## config.mk

```make
export PLATFORM = sky130hd
export DESIGN_NAME = csamul_pipe
export DESIGN_NICKNAME = d
export VERILOG_FILES = /design/src/rtl/csamul_pipe.sv
export SDC_FILE = /design/constraint.sdc
export NUM_CORES = 1
export LEC_CHECK = 0
export CORE_UTILIZATION = 45
export DETAILED_ROUTE_END_ITERATION = 16
export GPL_ROUTABILITY_DRIVEN = 0
export GPL_TIMING_DRIVEN = 1
export HOLD_SLACK_MARGIN = 0.05
export PLACE_DENSITY = 0.62
export SLEW_MARGIN = 10
export SYNTH_ARGS = -nofsm -noshare
export SYNTH_HDL_FRONTEND = slang
export SYNTH_SLANG_ARGS = --single-unit
```

## constraint.sdc

```tcl
create_clock -name clk -period 16.5 [get_ports clk]
set_clock_uncertainty 0.2 [all_clocks]
set_input_delay 4.95 -clock clk [delete_from_list [all_inputs] [get_ports clk]]
set_output_delay 4.95 -clock clk [all_outputs]
set_load 0.03 [all_outputs]
```

## src/rtl/csamul_pipe.sv

```systemverilog
// Pipelined carry-save array multiplier: N-bit operands, per-transaction unsigned or
// Baugh-Wooley signed mode, ROWS_PER_STAGE array rows per register stage.

module csamul_pipe_stage #(
    parameter int N  = 8,
    parameter int K0 = 1,
    parameter int NR = 2
) (
    input  logic [N-1:0]  i_s,
    input  logic [N-1:0]  i_c,
    input  logic [N-1:0]  i_a,
    input  logic [NR-1:0] i_b,
    input  logic          i_tc,
    output logic [N-1:0]  o_s,
    output logic [N-1:0]  o_c,
    output logic [NR-1:0] o_lo
);
    // s/c enter aligned to weight K0; each row retires one product bit and slides the window up.
    logic [NR:0][N-1:0] w_s, w_c;

    assign w_s[0] = i_s;
    assign w_c[0] = i_c;

    for (genvar r = 0; r < NR; r++) begin : g_row
        localparam bit MSB_ROW = (K0 + r == N - 1);
        logic [N-1:0] w_pp, w_sum, w_cy;
        for (genvar j = 0; j < N; j++) begin : g_col
            localparam bit FLIP = ((j == N - 1) != MSB_ROW);
            assign w_pp[j] = (i_a[j] & i_b[r]) ^ (FLIP & i_tc);
        end
        assign w_sum    = w_s[r] ^ w_c[r] ^ w_pp;
        assign w_cy     = (w_s[r] & w_c[r]) | (w_s[r] & w_pp) | (w_c[r] & w_pp);
        assign o_lo[r]  = w_sum[0];
        assign w_s[r+1] = {1'b0, w_sum[N-1:1]};
        assign w_c[r+1] = w_cy;
    end

    assign o_s = w_s[NR];
    assign o_c = w_c[NR];
endmodule

module csamul_pipe #(
    parameter int N              = 8,
    parameter int ROWS_PER_STAGE = 2,
    parameter int OUT_REG        = 1
) (
    input  logic           clk,
    input  logic           rst,
    input  logic           in_valid,
    output logic           in_ready,
    input  logic [N-1:0]   a,
    input  logic [N-1:0]   b,
    input  logic           tc,
    output logic           out_valid,
    input  logic           out_ready,
    output logic [2*N-1:0] out_data,
    output logic           out_tc
);
    localparam int S = (N + ROWS_PER_STAGE - 2) / ROWS_PER_STAGE;

    logic         w_adv, w_acc;
    logic [N-1:0] w_pp0, w_s0, w_p0;

    assign w_adv    = !out_valid || out_ready;
    assign in_ready = w_adv && !rst;
    assign w_acc    = in_valid && in_ready;

    // Row 0 has only the MSB-column term inverted; the weight-N correction uses the free top slot of s.
    assign w_pp0 = (a & {N{b[0]}}) ^ {tc, {(N-1){1'b0}}};
    assign w_s0  = {tc, w_pp0[N-1:1]};
    assign w_p0  = {{(N-1){1'b0}}, w_pp0[0]};

    for (genvar st = 1; st <= S; st++) begin : g_stg
        localparam int K0 = 1 + (st - 1) * ROWS_PER_STAGE;
        localparam int NR = (N - K0 < ROWS_PER_STAGE) ? (N - K0) : ROWS_PER_STAGE;

        logic [N-1:0]    w_is, w_ic, w_ip, w_ia, w_os, w_oc, w_lo_w;
        logic [N-K0-1:0] w_ib;
        logic [NR-1:0]   w_lo;
        logic            w_itc, w_iv;
        logic [N-1:0]    r_s, r_c, r_p;
        logic            r_tc, r_vld;

        if (st == 1) begin : g_first
            assign w_is  = w_s0;
            assign w_ic  = '0;
            assign w_ip  = w_p0;
            assign w_ia  = a;
            assign w_ib  = b[N-1:1];
            assign w_itc = tc;
            assign w_iv  = w_acc;
        end else begin : g_next
            assign w_is  = g_stg[st-1].r_s;
            assign w_ic  = g_stg[st-1].r_c;
            assign w_ip  = g_stg[st-1].r_p;
            assign w_ia  = g_stg[st-1].g_opnd.r_a;
            assign w_ib  = g_stg[st-1].g_opnd.r_b;
            assign w_itc = g_stg[st-1].r_tc;
            assign w_iv  = g_stg[st-1].r_vld;
        end

        csamul_pipe_stage #(.N(N), .K0(K0), .NR(NR)) u_stage (
            .i_s  (w_is),
            .i_c  (w_ic),
            .i_a  (w_ia),
            .i_b  (w_ib[NR-1:0]),
            .i_tc (w_itc),
            .o_s  (w_os),
            .o_c  (w_oc),
            .o_lo (w_lo)
        );

        assign w_lo_w = {{(N-NR){1'b0}}, w_lo};

        always_ff @(posedge clk) begin
            if (rst) begin
                r_vld <= 1'b0;
            end else if (w_adv) begin
                r_vld <= w_iv;
                r_s   <= w_os;
                r_c   <= w_oc;
                r_p   <= w_ip | (w_lo_w << K0);
                r_tc  <= w_itc;
            end
        end

        // Operand bits are only carried while later rows still need them.
        if (st < S) begin : g_opnd
            logic [N-1:0]       r_a;
            logic [N-K0-NR-1:0] r_b;
            always_ff @(posedge clk) begin
                if (w_adv) begin
                    r_a <= w_ia;
                    r_b <= w_ib[N-K0-1:NR];
                end
            end
        end
    end

    logic           w_lvld, w_ltc;
    logic [N-1:0]   w_hi;
    logic [2*N-1:0] w_prod;

    assign w_lvld = g_stg[S].r_vld;
    assign w_ltc  = g_stg[S].r_tc;
    // The weight 2N-1 correction can only toggle the MSB of the high half.
    assign w_hi   = (g_stg[S].r_s + g_stg[S].r_c) ^ {w_ltc, {(N-1){1'b0}}};
    assign w_prod = {w_hi, g_stg[S].r_p};

    if (OUT_REG != 0) begin : g_oreg
        logic           r_ov, r_otc;
        logic [2*N-1:0] r_od;
        always_ff @(posedge clk) begin
            if (rst) begin
                r_ov  <= 1'b0;
                r_otc <= 1'b0;
                r_od  <= '0;
            end else if (w_adv) begin
                r_ov <= w_lvld;
                if (w_lvld) begin
                    r_od  <= w_prod;
                    r_otc <= w_ltc;
                end
            end
        end
        assign out_valid = r_ov;
        assign out_data  = r_od;
        assign out_tc    = r_otc;
    end else begin : g_ocomb
        assign out_valid = w_lvld;
        assign out_data  = w_lvld ? w_prod : '0;
        assign out_tc    = w_lvld & w_ltc;
    end
endmodule

```

==> run_results.csv, run 1 <==
group,metric,value,unit
worst_setup_path,timing.rr.start,"out_valid",
clocking,path_clk_slew,0.05,ns
worst_setup_path,reg2reg_depth,5,
yosys,yosys-top-cells-area,"edfxtp_1, fa_1, dfxtp_1",
sta,totalNegativeSetupSlack,0,ns
layout,utilization,54.9,%
routing,first_iter_violations,203,
worst_setup_path,slowest_delay,0.93,ns
floorplanning,core,13800,sq um
clocking,post_cts_buffers,0,
power,seqPwrFrac,45.9,%
floorplanning,die_w,121,microns
routing,totalWireLength,8.47,mm
routing,viasPerCell,4.71,
clocking,root_buffer,"clkbuf_16",
sta,maxSlewHeadroom,31.4,%
power,peakVddDrop,90.6,uV
global_route,grt_overflow,0,
worst_setup_path,endpoint_kind,"output pin",
worst_setup_path,endpoint,"in_ready",
worst_setup_path,crit_required,11.35,ns
worst_setup_path,arrival,7.17,ns
sta,max_freq,0.0812,GHz
yosys,synth_top_cell_by_area,"edfxtp_1",
floorplanning,dieArea,14600,sq um
yosys,syn_nets,504,
layout,antenna_cells,0,
worst_setup_path,cp-start-kind,"primary input",
worst_setup_path,ff2ff_setup_slack,14.31,ns
run,max_cap_violations,0,
yosys,ys_types,40,
clocking,cts.sinks,142,
clocking,cts_tree,"yes",
place,placedCellCount,630,
power,p_clk_share,41.9,%
worst_setup_path,cp_max_fo,29,
layout,final_net_count,554,
yosys,ys_ff_latch,142,
yosys,synth_seq_area_share,63.8,%
routing,first_pass_iters,4,
floorplanning,initial_utilization,45.9,%
yosys,synth_top_area_share,56.8,%
worst_setup_path,worstPathCellList,"clkdlybuf4s50_1 > nor2_4 > clkdlybuf4s50_1",
sta,hold_viol_final,0,
worst_setup_path,critPathMostFrequentCell,"clkdlybuf4s50_1",
clocking,clkLatencyLatePin,0.42,ns
floorplanning,die_h,121,microns
yosys,synth_area_per_cell,15.1,sq um
power,power_switching,0.224,mW
floorplanning,num_rows,43,
global_route,grt_pass1_wl,14.8,mm
clocking,cts_resized,0,
worst_setup_path,cp_slowest_cell,"clkdlybuf4s50_1",
sta,slew_viol_final,0,
yosys,synth_edf_count,120,
sta,worstMarginPinSlew,1.03,ns
layout,drive_gt1_share,7.68,%
global_route,first_global_vias,3254,
sta,min_period,12.32,ns
power,power_density,133,nW/um^2
sta,rsz0062_at_grt,"no",
yosys,synthArstFlopShare,0,%
clocking,cts_buffers,17,
power,intPower,0.787,mW
sta,period_share,74.6,%
layout,syn_to_final_growth,19.7,%
yosys,netlist_area,6340,sq um
worst_setup_path,crit_path_start,"rst",
outcome,status,"finished clean",
routing,wl_per_cell,12.8,microns
power,power_leakage,2.87,nW
worst_setup_path,reg2reg_to,"out_data[13]",
global_route,track_usage,13.7,%
yosys,ys.warnings.count,0,
sta,setup_viol,0,
routing,vias,3116,
power,switching_share,22.2,%
place,dp_hpwl,6.02,mm
floorplanning,ioPinCount,40,
clocking,htreeDepth,4,
routing,route.detailed.drc,0,
routing,ant_nets,0,
worst_setup_path,criticalPathCategory,"in -> out",
hold_path,hold_path_class,"reg -> reg",
yosys,synth_flop_cell,"edfxtp_1",
global_route,antenna_found_initial,0,
clocking,cts_hold_buffers,0,
global_route,grt_max_degree,79,
power,p_comb_share,12.2,%
clocking,cts_buffer_depth,2,
layout,layout.cells.non_filler,662,
yosys,netlist_instances,419,
place,port_buffers,39,
-- critical path: cells and delay by family --
kind,cells,cell delay (ns)
buffers and inverters,2,1.67
AND/OR/NAND/NOR,1,0.54
-- worst min-delay path by stage --
stage | startpoint | slack (ns) | endpoint | depth (start not counted)
4_1_cts | g_stg[2].r_p[4] | 0.22 | g_stg[3].r_p[4] | 0
3_3_place_gp | g_stg[1].g_opnd.r_b[4] | 0.20 | g_stg[2].g_opnd.r_b[2] | 0
2_1_floorplan | g_stg[1].g_opnd.r_b[2] | 0.20 | g_stg[2].g_opnd.r_b[0] | 0
6_report | g_stg[2].r_p[4] | 0.22 | g_stg[3].r_p[4] | 0
5_1_grt | g_stg[1].r_p[1] | 0.22 | g_stg[2].r_p[1] | 0
3_5_place_dp | g_stg[1].r_p[1] | 0.20 | g_stg[2].r_p[1] | 0
-- cell families after synthesis --
| logic type | after synthesis | share of synthesized area, % |
|---|---|---|
| compound gates | 38 | 3.67 |
| xor+xnor | 16 | 2.21 |
| fa+ha+maj | 64 | 17.7 |
| buf+inv | 41 | 2.68 |
| flops | 142 | 63.8 |
| simple gates | 118 | 9.93 |
-- per-layer routing --
layer / global-route usage [%] / wire length [microns] / up-vias
met5: 0 / 0 / -
met4: 8.10 / 204 / 0
met3: 4.67 / 327 / 14
met2: 23.4 / 4360 / 65
met1: 14.6 / 3570 / 1495
li1: - / - / 1542
-- layout make-up --
type | instances | area (sq um)
Clock inverter | 15 | 240
Clock buffer | 17 | 425
Timing Repair Buffer | 40 | 398
Inverter | 32 | 125
Fill cell | 1129 | 6240
Tap cell | 180 | 225
Sequential cell | 142 | 4040
Multi-Input combinational cell | 236 | 2130
-- registers in the layout, indices dropped and copies added (netlist names) --
register          flops
g_stg.g_opnd.r_a     24
g_stg.g_opnd.r_b      9
g_stg.r_c            32
g_stg.r_p            23
g_stg.r_s            28
g_stg.r_tc            4
g_stg.r_vld           4
out_data             16
out_tc                1
out_valid             1
-- power groups by stage --
| stage | Clock (mW) | Combinational, mW | Sequential, mW |
|---|---|---|---|
| 2_1_floorplan | 0 | 0.0902 | 0.470 |
| 3_3_place_gp | 0 | 0.123 | 0.471 |
| 3_5_place_dp | 0 | 0.126 | 0.473 |
| 4_1_cts | 0.433 | 0.127 | 0.466 |
| 5_1_grt | 0.447 | 0.147 | 0.470 |
| 6_report | 0.424 | 0.123 | 0.464 |
-- Yosys cell counts, drive strengths merged, types with 2 or more instances --
cell type and count:
and2 51, xor2 7, xnor2 9, ha 21, nor2 4, o21a 3, clkbuf 4, a21oi 23
nand2b 2, inv 31, dfxtp 22, nor3b 3, nor2b 2, fa 43, o21ai 3, buf 5
edfxtp 120, nand2 49
-- per-stage QoR --
| stage | total power, mW | hold WS (ns) | cell area, sq um | worst slack [ns] |
|---|---|---|---|---|
| 2_1_floorplan | 0.560 | 0.200 | 6340 | 2.00 |
| 3_3_place_gp | 0.594 | 0.201 | 6930 | 4.23 |
| 3_5_place_dp | 0.599 | 0.205 | 6930 | 4.18 |
| 4_1_cts | 1.03 | 0.218 | 7590 | 4.18 |
| 5_1_grt | 1.06 | 0.221 | 7590 | 4.05 |
| 6_report | 1.01 | 0.217 | 7590 | 4.18 |
-- cells in the final DEF (no fill, tap or decap), types with 2 or more instances in the layout --
master / n
a21oi_1: 22
and2_1: 51
bufinv_16: 6
clkbuf_16: 17
clkdlybuf4s50_1: 39
clkinv_2: 3
clkinv_4: 2
clkinvlp_4: 2
dfxtp_1: 22
edfxtp_1: 120
fa_1: 43
ha_1: 21
inv_1: 31
inv_6: 2
nand2_1: 48
nand2b_1: 2
nor2_1: 3
nor3b_1: 3
o21a_1: 3
o21ai_0: 3
xnor2_1: 9
xor2_1: 7
Power figures use the tool's default switching activity.
==> run 2, diff against run 1 <==
--- a/config.mk
+++ b/config.mk
@@ -10,7 +10,7 @@
 export GPL_ROUTABILITY_DRIVEN = 0
 export GPL_TIMING_DRIVEN = 1
 export HOLD_SLACK_MARGIN = 0.05
-export PLACE_DENSITY = 0.62
+export PLACE_DENSITY = 0.65
 export SLEW_MARGIN = 10
 export SYNTH_ARGS = -nofsm -noshare
 export SYNTH_HDL_FRONTEND = slang
==> constraint.sdc (replaced) <==
create_clock -name clk -period 10.2 [get_ports clk]
set_clock_uncertainty 0.2 [all_clocks]
set_input_delay 3.06 -clock clk [delete_from_list [all_inputs] [get_ports clk]]
set_output_delay 3.06 -clock clk [all_outputs]
set_load 0.03 [all_outputs]
==> run_results.csv, run 2 (synthesis gave the netlist of run 1 again) <==
group,metric,value,unit
sta,rsz0062_at_grt,"no",
worst_setup_path,slowest_delay,0.74,ns
worst_setup_path,crit_required,6.94,ns
sta,setup_viol,0,
clocking,cts.sinks,142,
layout,syn_to_final_growth,18.6,%
place,place_area,6940,sq um
layout,largest_reg_flops,32,
worst_setup_path,cp_slowest_cell,"clkdlybuf4s50_1",
place,placedCellCount,632,
power,power_leakage,2.84,nW
worst_setup_path,cp-start-kind,"primary input",
layout,regMostFlops,"g_stg.r_c",
clocking,path_clk_slew,0.05,ns
worst_setup_path,timing.rr.start,"out_valid",
routing,first_iter_violations,139,
sta,totalNegativeSetupSlack,0,ns
floorplanning,initial_utilization,45.9,%
worst_setup_path,arrival,4.90,ns
power,p_clk_share,38.5,%
layout,drive_gt1_share,6.82,%
layout,layout_commonest_cell,"edfxtp_1",
power,power_density,206,nW/um^2
layout,multi_input_area,2130,sq um
sta,min_period,8.16,ns
worst_setup_path,endpoint,"in_ready",
power,switching_share,22.9,%
global_route,antenna_found_initial,0,
layout,final_net_count,556,
clocking,cts_tree,"yes",
worst_setup_path,cp_max_fo,29,
clocking,post_cts_buffers,0,
power,p_comb_share,13.0,%
sta,maxSlewHeadroom,48.0,%
sta,period_share,80.0,%
sta,hold_viol_final,0,
layout,final_area,7520,sq um
routing,ant_nets,0,
outcome,status,"finished clean",
global_route,track_usage,13.7,%
routing,wl_per_cell,13.0,microns
power,seqPwrFrac,48.5,%
sta,setup_ws,2.04,ns
layout,antenna_cells,0,
layout,final_cell_mix,"edfxtp_1, and2_1, nand2_1",
global_route,first_global_vias,3257,
clocking,clkLatencyLatePin,0.41,ns
routing,vias,3083,
hold_path,hold_path_class,"reg -> reg",
hold_path,hp-start,"g_stg[2].r_p[3]",
place,port_buffers,39,
worst_setup_path,endpoint_kind,"output pin",
power,p_total,1.55,mW
power,power_switching,0.355,mW
layout,num-fill-cells,1146,
worst_setup_path,crit_path_start,"rst",
worst_setup_path,criticalPathCategory,"in -> out",
routing,viasPerCell,4.64,
sta,worstMarginPinSlew,0.780,ns
routing,totalWireLength,8.64,mm
power,peakVddDrop,117,uV
layout,utilization,54.4,%
sta,hold_ws,0.218,ns
place,dp_hpwl,6.15,mm
worst_setup_path,reg2reg_to,"g_stg[2].r_c[1]",
global_route,grt_overflow,0,
worst_setup_path,worstPathCellList,"clkdlybuf4s50_1 > buf_4 > nor2_4 > buf_4 > clkdlybuf4s50_1",
layout,regArea,4040,sq um
floorplanning,num_rows,43,
clocking,cts_resized,0,
clocking,htreeDepth,4,
floorplanning,die_h,121,microns
layout,top_regs,"g_stg.r_c x32, g_stg.r_s x28, g_stg.g_opnd.r_a x24",
clocking,cts_hold_buffers,0,
routing,route.detailed.drc,0,
clocking,cts_buffers,17,
global_route,grt_pass1_wl,14.9,mm
place,place_ws,2.03,ns
floorplanning,ioPinCount,40,
floorplanning,die_w,121,microns
floorplanning,core,13800,sq um
sta,max_freq,0.123,GHz
clocking,root_buffer,"clkbuf_16",
global_route,grt_max_degree,63,
power,intPower,1.19,mW
worst_setup_path,ff2ff_setup_slack,8.01,ns
worst_setup_path,reg2reg_depth,4,
layout,layout.cells.non_filler,664,
clocking,cts_buffer_depth,2,
run,max_cap_violations,0,
floorplanning,dieArea,14600,sq um
routing,first_pass_iters,4,
sta,slew_viol_final,0,
[run 2: how the worst min path moves through the flow]
| stage | to | slack, ns | cells past startpoint |
|---|---|---|---|
| floorplan | g_stg[2].g_opnd.r_b[0] | 0.20 | 0 |
| global placement | g_stg[2].g_opnd.r_b[2] | 0.20 | 0 |
| detailed placement | g_stg[3].g_opnd.r_b | 0.21 | 0 |
| CTS | g_stg[3].g_opnd.r_b | 0.22 | 0 |
| global route | g_stg[3].g_opnd.r_b | 0.22 | 0 |
| finish | g_stg[3].r_p[3] | 0.22 | 0 |
[run 2: routing by layer]
layer / global-route usage (%) / up-vias / part of all wire (%)
met5: 0 / - / 0
met3: 5.24 / 16 / 4.3
li1: - / 1543 / -
met4: 7.56 / 0 / 2.5
met2: 22.7 / 59 / 50
met1: 15.1 / 1465 / 43
[run 2: critical path: cells and delay by family]
kind / cells / cell delay (ns)
simple gates: 1 / 0.12
buf+inv: 4 / 1.70
[run 2: cell type report]
cell class,instances,share of cell area (%)
inverter,32,1.66
clock buffer,17,5.66
timing repair buffer,42,5.49
clock inverter,15,2.01
tap,180,3.00
sequential,142,53.8
multi-input combinational,236,28.4
[run 2: power groups by stage]
| stage | logic [mW] | registers (mW) | clock network (mW) |
|---|---|---|---|
| CTS | 0.208 | 0.753 | 0.610 |
| detailed placement | 0.207 | 0.764 | 0 |
| global placement | 0.199 | 0.763 | 0 |
| global route | 0.237 | 0.760 | 0.638 |
| floorplan | 0.146 | 0.759 | 0 |
| finish | 0.201 | 0.751 | 0.597 |
==> run 3, diff against run 2 <==
==> constraint.sdc (replaced) <==
create_clock -name clk -period 7.1 [get_ports clk]
set_clock_uncertainty 0.2 [all_clocks]
set_input_delay 2.13 -clock clk [delete_from_list [all_inputs] [get_ports clk]]
set_output_delay 2.13 -clock clk [all_outputs]
set_load 0.03 [all_outputs]
==> run_results.csv, run 3 (synthesis gave the netlist of run 1 again) <==
group,metric,value,unit
layout,final_area,7560,sq um
sta,totalNegativeSetupSlack,0,ns
floorplanning,num_rows,43,
routing,wl_met2,4.37,mm
worst_setup_path,reg2reg_to,"g_stg[3].r_c[4]",
worst_setup_path,timing.rr.start,"out_valid",
layout,final_net_count,556,
sta,period_share,83.8,%
routing,met3WireLength,288,microns
worst_setup_path,cp_top_family,"buffers and inverters",
clocking,cts.sinks,142,
sta,setup_viol,0,
layout,regMostFlops,"g_stg.r_c",
power,peakVddDrop,225,uV
sta,max_freq,0.168,GHz
floorplanning,die_w,121,microns
routing,totalWireLength,8.62,mm
routing,m1WireLength,3.82,mm
routing,wl_per_cell,13.0,microns
global_route,grt_pass1_wl,14.8,mm
worst_setup_path,reg2reg_depth,4,
sta,hold_ws,0.216,ns
layout,num-fill-cells,1096,
place,dp_hpwl,6.07,mm
sta,maxSlewHeadroom,34.8,%
hold_path,hold_path_class,"reg -> reg",
layout,syn_to_final_growth,19.2,%
sta,slew_viol_final,0,
worst_setup_path,criticalPathCategory,"in -> out",
floorplanning,ioPinCount,40,
worst_setup_path,arrival,3.62,ns
worst_setup_path,critPathMostFrequentCell,"clkdlybuf4s50_1",
global_route,grt_max_degree,79,
clocking,path_clk_slew,0.05,ns
floorplanning,initial_utilization,45.9,%
routing,viasPerCell,4.68,
clocking,htreeDepth,4,
layout,largest_reg_flops,32,
place,port_buffers,39,
routing,route.detailed.drc,0,
layout,antenna_cells,0,
clocking,cts_buffer_depth,2,
sta,hold_viol_final,0,
clocking,cts_resized,0,
clocking,cts_tree,"yes",
routing,first_pass_iters,4,
worst_setup_path,crit_required,4.77,ns
layout,top_regs,"g_stg.r_c x32, g_stg.r_s x28, g_stg.g_opnd.r_a x24",
power,power_density,298,nW/um^2
worst_setup_path,slowest_delay,0.71,ns
floorplanning,dieArea,14600,sq um
sta,min_period,5.95,ns
layout,drive_gt1_share,7.23,%
hold_path,whs_path_depth,0,
routing,first_iter_violations,120,
layout,layout_commonest_cell,"edfxtp_1",
clocking,post_cts_buffers,0,
clocking,clkLatencyLatePin,0.40,ns
clocking,root_buffer,"clkbuf_16",
routing,vias,3110,
layout,final_cell_mix,"edfxtp_1, and2_1, nand2_1",
routing,top_layer_used,"met4",
outcome,status,"finished clean",
global_route,grt_overflow,0,
worst_setup_path,worstPathCellList,"clkdlybuf4s50_1 > nor2b_4 > nor2_4 > clkdlybuf4s50_1",
global_route,antenna_found_initial,0,
run,max_cap_violations,0,
clocking,cts_buffers,17,
worst_setup_path,path_buf_inv,2,
power,p_total,2.26,mW
worst_setup_path,endpoint_kind,"output pin",
routing,ant_nets,0,
worst_setup_path,cp_max_fo,8,
place,place_area,6940,sq um
hold_path,hp-start,"g_stg[3].r_p[2]",
hold_path,hold_path_end,"g_stg[4].r_p[2]",
floorplanning,core,13800,sq um
worst_setup_path,ff2ff_setup_slack,4.83,ns
global_route,first_global_vias,3224,
floorplanning,die_h,121,microns
sta,rsz0062_at_grt,"no",
sta,worstMarginPinSlew,0.978,ns
worst_setup_path,cp-start-kind,"primary input",
power,power_leakage,2.87,nW
global_route,track_usage,13.4,%
worst_setup_path,cp_slowest_cell,"clkdlybuf4s50_1",
clocking,cts_hold_buffers,0,
run 3: layout make-up:
cell class | count | area [sq um] | area share (%)
Clock inverter | 1 | 5.00 | 0.0662
Multi-Input combinational cell | 236 | 2130 | 28.2
Sequential cell | 142 | 4040 | 53.5
Clock buffer | 31 | 613 | 8.11
Inverter | 32 | 125 | 1.66
Tap cell | 180 | 225 | 2.98
Timing Repair Buffer | 42 | 413 | 5.46
run 3: stage by stage:
step	std cells	worst slack [ns]	utilization, %
final	664	1.15	54.7
after global routing	664	1.11	54.7
after CTS	664	1.12	54.7
after detailed placement	632	1.14	50.2
after global placement	632	1.14	50.2
after floorplan	419	0.784	-
run 3: metal layers:
metal	up-vias	GRT usage, %
li1	1543	-
met1	1483	15.3
met2	68	23.4
met3	16	3.68
met4	0	6.02
met5	-	0
run 3: how the worst max path moves through the flow:
stage | to | from | slack, ns | cells after the start
3_3_place_gp | in_ready | out_ready | 1.14 | 4
6_report | in_ready | out_ready | 1.15 | 4
4_1_cts | in_ready | out_ready | 1.12 | 4
3_5_place_dp | in_ready | out_ready | 1.14 | 4
5_1_grt | in_ready | out_ready | 1.11 | 4
2_1_floorplan | in_ready | rst | 0.78 | 3
run 3: worst reg2reg max path: stages, from the launching register on:
cell and delay (ns):
dfxtp_1 0.31, nor2b_4 0.16, nor2_4 0.18, buf_4 0.22, buf_4 0.73
run 3: power breakdown:
| group | switching (mW) | internal [mW] |
|---|---|---|
| logic | 0.160 | 0.136 |
| clock network | 0.302 | 0.578 |
| registers | 0.0399 | 1.04 |
